===== config.mk =====
export PLATFORM = sky130hd
export DESIGN_NAME = cdb_arbiter
export DESIGN_NICKNAME = d
export VERILOG_FILES = /design/src/rtl/rv32i_types.sv /design/src/rtl/rr_priority_picker.sv /design/src/rtl/cdb_arbiter.sv
export SDC_FILE = /design/constraint.sdc
export NUM_CORES = 1
export LEC_CHECK = 0
export ABC_CLOCK_PERIOD_IN_PS = 6100
export CAP_MARGIN = 20
export CORE_UTILIZATION = 39
export CTS_CLUSTER_DIAMETER = 30
export DETAILED_ROUTE_END_ITERATION = 16
export HOLD_SLACK_MARGIN = 0.05
export PLACE_DENSITY = 0.81
export SYNTH_ARGS = -nofsm -noshare
export SYNTH_HDL_FRONTEND = slang
export SYNTH_HIERARCHICAL = 1
export SYNTH_SLANG_ARGS = --single-unit

===== constraint.sdc =====
create_clock -name clk -period 6.1 [get_ports clk]
set_input_delay 0.61 -clock clk [delete_from_list [all_inputs] [get_ports clk]]
set_output_delay 0.61 -clock clk [all_outputs]
set_load 0.1 [all_outputs]

===== src/rtl/rv32i_types.sv =====
// Shared RV32I out-of-order types: CDB payload, branch tags, and the
// fixed requester numbering on the common data bus.
package rv32i_types;

    localparam int rob_idx_bits = 3;
    localparam int NUM_CDB_REQ  = 5;

    typedef logic [2:0] branch_tag_t;

    typedef enum logic [2:0] {
        alu = 3'd0,
        mul = 3'd1,
        div = 3'd2,
        cmp = 3'd3,
        ld  = 3'd4
    } cdb_req_idx_t;

    typedef struct packed {
        logic                    commit_valid;
        logic [rob_idx_bits-1:0] dest_ROB;
        logic [31:0]             rd_v;
        branch_tag_t             branch_tag;
    } CDB_output_t;

endpackage


===== src/rtl/rr_priority_picker.sv =====
// Combinational round-robin picker: scans from ptr_i upward with wrap and
// returns a one-hot grant for the first set request.
module rr_priority_picker #(
    parameter int N     = 5,
    parameter int PTR_W = 3
) (
    input  logic [N-1:0]     req_i,
    input  logic [PTR_W-1:0] ptr_i,
    output logic [N-1:0]     gnt_o,
    output logic             gnt_valid_o
);

    logic [PTR_W:0]   sum;
    logic [PTR_W-1:0] idx;

    always_comb begin
        gnt_o       = '0;
        gnt_valid_o = 1'b0;
        sum         = '0;
        idx         = '0;
        for (int off = 0; off < N; off++) begin
            // One extra bit so ptr+off cannot overflow before the wrap.
            sum = {1'b0, ptr_i} + (PTR_W+1)'(off);
            if (sum >= (PTR_W+1)'(N))
                sum = sum - (PTR_W+1)'(N);
            idx = sum[PTR_W-1:0];
            if (!gnt_valid_o && req_i[idx]) begin
                gnt_o[idx]  = 1'b1;
                gnt_valid_o = 1'b1;
            end
        end
    end

endmodule


===== src/rtl/cdb_arbiter.sv =====
// Common data bus arbiter: round-robin grant among functional units with a
// single registered broadcast stage; flush and reset suppress grants.
module cdb_arbiter
    import rv32i_types::*;
#(
    parameter int NUM_REQ = 5,
    parameter int ROB_W   = rob_idx_bits
) (
    input  logic                      clk,
    input  logic                      rst,
    input  logic [NUM_REQ-1:0]        req_valid,
    input  CDB_output_t [NUM_REQ-1:0] req_data,
    output logic [NUM_REQ-1:0]        req_ready,
    input  logic                      flush,
    output logic                      cdb_valid,
    output CDB_output_t               cdb_out
);

    localparam int PTR_W = (NUM_REQ > 1) ? $clog2(NUM_REQ) : 1;

    // The payload width is fixed by the shared struct.
    if (ROB_W != rob_idx_bits) begin : g_rob_w_check
        $error("cdb_arbiter: ROB_W must equal rob_idx_bits");
    end

    logic [PTR_W-1:0]   ptr_q, ptr_d;
    logic               cdb_valid_q;
    CDB_output_t        cdb_out_q, cdb_out_d;
    logic [NUM_REQ-1:0] gnt;
    logic               gnt_valid;
    logic               grant;
    logic [PTR_W-1:0]   gidx;
    CDB_output_t        sel_data;

    rr_priority_picker #(
        .N     (NUM_REQ),
        .PTR_W (PTR_W)
    ) u_picker (
        .req_i       (req_valid),
        .ptr_i       (ptr_q),
        .gnt_o       (gnt),
        .gnt_valid_o (gnt_valid)
    );

    assign grant     = gnt_valid && !rst && !flush;
    assign req_ready = grant ? gnt : '0;

    always_comb begin
        gidx     = '0;
        sel_data = '0;
        for (int i = 0; i < NUM_REQ; i++) begin
            if (gnt[i]) begin
                gidx     = PTR_W'(i);
                sel_data = req_data[i];
            end
        end
    end

    always_comb begin
        ptr_d     = ptr_q;
        cdb_out_d = '0;
        if (grant) begin
            ptr_d                  = (gidx == PTR_W'(NUM_REQ-1)) ? '0 : gidx + PTR_W'(1);
            cdb_out_d              = sel_data;
            cdb_out_d.commit_valid = 1'b1;
        end
    end

    always_ff @(posedge clk) begin
        if (rst) begin
            ptr_q       <= '0;
            cdb_valid_q <= 1'b0;
            cdb_out_q   <= '0;
        end else begin
            ptr_q       <= ptr_d;
            cdb_valid_q <= grant;
            cdb_out_q   <= cdb_out_d;
        end
    end

    assign cdb_valid = cdb_valid_q;
    assign cdb_out   = cdb_out_q;

endmodule


==> qor.yml <==
dieHeight_um: 105
ctsHoldBuffers: 0
hold_violations: 0
dp_hpwl_um: 12700
num_rows: 37
synthTopCellsByArea: "dfxtp_1 (20%), a21oi_1 (10%), a221o_1 (9.4%), a32oi_1 (7.3%), nand3b_1 (7.0%)"
synth_ff_type: "dfxtp_1"
yosysTopAreaCellShare: 0.202
clock_latency_ns: 0.30
tritoncts: "done"
synth_cell_type_count: 63
grt_pass1_vias: 4783
ff2ff_path_depth: 12
layout-drive-gt1-share: 0.0594
ys_top_cells_by_count: "a21oi_1 (86), inv_1 (51), dfxtp_1 (42), nand2b_1 (42)"
layout_setup_ws_ns: 1.46
required_ns: 5.49
min_period_over_period: 0.761
cts_buffer_depth: 2
slowest_delay_ns: 0.60
clk_pin_slew_ns: 0.09
grt_usage: 0.291
fin_tns_setup_ns: 0
async_flop_share: 0
finalInstanceArea_um2: 6750
drv_cap: 0
port_buffers: 242
synth-seq-cells: 42
synth_most_common_cell: "a21oi_1"
final-seq-area_um2: 841
slew_headroom: 0.313
synthSimpleGateAreaFrac: 0.235
root_buffer: "clkbuf_8"
grt_overflow: 0
wl_per_cell_um: 19.2
leakagePower_uw: 0.00247
powerDensity_nw_per_um2: 623
holdPathStages: 2
fin_util: 0.650
fillers: 906
crit_top_cell: "o221ai_1"
skew_ns: 0.0110
via_per_inst: 5.79
start_util: 0.402
grt_max_degree: 110
ys_warn_count: 6
cts_htree_levels: 2
synth_edf_count: 0
cts_setup_buffers: 0
vias: 5180
end_kind: "primary output"
yosys.area.top_type: "dfxtp_1"
hold_path_class: "register to register"
pin_count: 248
drc: 0
peakVddDrop_v: 0.000384
arrival_ns: 4.03
syn_to_final_growth_pct: 61.7
path_cells: "inv_1 > ha_1 > a21oi_1 > o2111a_1 > a31oi_1 > o221ai_1 > nand2_1 > o221ai_1 > and2_1 > buf_12"
synth_compound_area_frac: 0.370
core_um2: 10400
synthAdderAreaFrac: 0.0348
dieArea_um2: 11100
clkSinkCount: 42
crit_type: "register to primary output"
setup_viol: 0
max_freq_mhz: 215
antenna_found_initial: 4
critPathMaxFanout: 11
grt_pass1_wl_um: 25800
layout_min_cycle_time_ns: 4.64
tightestPinTransition_ns: 1.03
dp_slack_ns: 1.68
rsz0062_at_grt: "false"
synth_top_family_by_area: "compound AO/OA/AOI/OAI gates"
drt-pass1-iter-count: 5
drt_wl_total_um: 17100
chipWidth_um: 105
syn-instance-count: 548
crit_path_top_delay_cell: "dfxtp_1"
ant_nets: 0
critPathLaunchType: "register"
placement.cell_area_um2: 6660
power.total_uw: 4200
drt_iter0_drc: 519
avgSynthCellArea_um2: 7.61
status: "complete, no violations"
gp_congestion: 0.897
cts_resized: 0
syn_nets: 762
multi_input_area_um2: 2880
synth.cell_area_um2: 4170
yosysSeqAreaShare: 0.202
tritoncts.num_buffers: 5
nNetsFinal: 971
timing.final.max_slew_violations: 0
synth_mux_area_frac: 0.0450
synth-xor-area-share: 0.00210
critical path, delay by kind of cell, from the launching register on:
family                     cells  cell delay [ns]
AOI/OAI and AO/OA              5             1.80
DFF                            1             0.60
and+or+nand+nor                2             0.45
buffers and inverters          2             0.44
adders and majority gates      1             0.44
sequential cells by signal, summed over array words and instances (netlist names):
name and cells:
ptr_q 3, cdb_out 38, cdb_valid 1
metrics by stage:
| stage | instances | hold WS [ns] |
|---|---|---|
| after floorplan | 548 | 0.531 |
| after global placement | 886 | 0.658 |
| after detailed placement | 886 | 0.691 |
| after CTS | 894 | 0.701 |
| after global routing | 895 | 0.743 |
| final | 895 | 0.709 |
power breakdown:
part           switching [µW]  internal [µW]  leakage (µW)
Combinational            2280           1280       0.00208
Clock                     109           81.2     0.0000452
Sequential               46.2            397      0.000342
cell type report:
class	count	share of cell area
Antenna cell	1	0.000371
Clock buffer	6	0.0108
Clock inverter	2	0.00204
Inverter	53	0.0295
Multi-Input combinational cell	401	0.428
Sequential cell	42	0.125
Tap cell	136	0.0252
Timing Repair Buffer	254	0.380
logic make-up after synthesis:
| kind of cell | after synthesis |
|---|---|
| AOI/OAI and AO/OA | 213 |
| xor gates and xnor gates | 1 |
| adders and majority gates | 11 |
| buffers and inverters | 105 |
| DFF | 42 |
| muxes | 14 |
| and+or+nand+nor | 162 |
final timing paths:
path            start            to  slack, ns
max reg2reg  ptr_q[2]   cdb_out[21]       1.63
min reg2reg  ptr_q[2]      ptr_q[2]       0.71
min          ptr_q[2]      ptr_q[2]       0.71
max          ptr_q[2]  req_ready[0]       1.46
routing by layer:
layer	routed length [µm]	vias up	global-route usage
li1	-	2496	-
met1	6990	2396	0.366
met5	39	-	0
met3	1500	28	0.0594
met2	8260	254	0.500
met4	365	6	0.0845
layout by cell type, fill, tap and decap left out, types with 3 or more instances in the layout:
cell type and n:
buf_4 12, nand2b_1 42, nand2_1 19, o21ai_0 7, or2_2 3, mux2_2 4, a32oi_1 35, inv_1 51
nand3b_1 39, mux2i_1 6, buf_12 5, nor2_1 20, nor3_1 5, dfxtp_1 42, o22ai_1 8, ha_1 10
nor4_1 3, clkbuf_8 5, a22oi_1 4, a221oi_1 3, clkdlybuf4s50_1 237, nand3_1 8, and2_1 5, a221o_1 38
a31oi_1 6, and3_1 5, a21oi_1 86, mux4_2 3
Power figures use the tool's default switching activity.
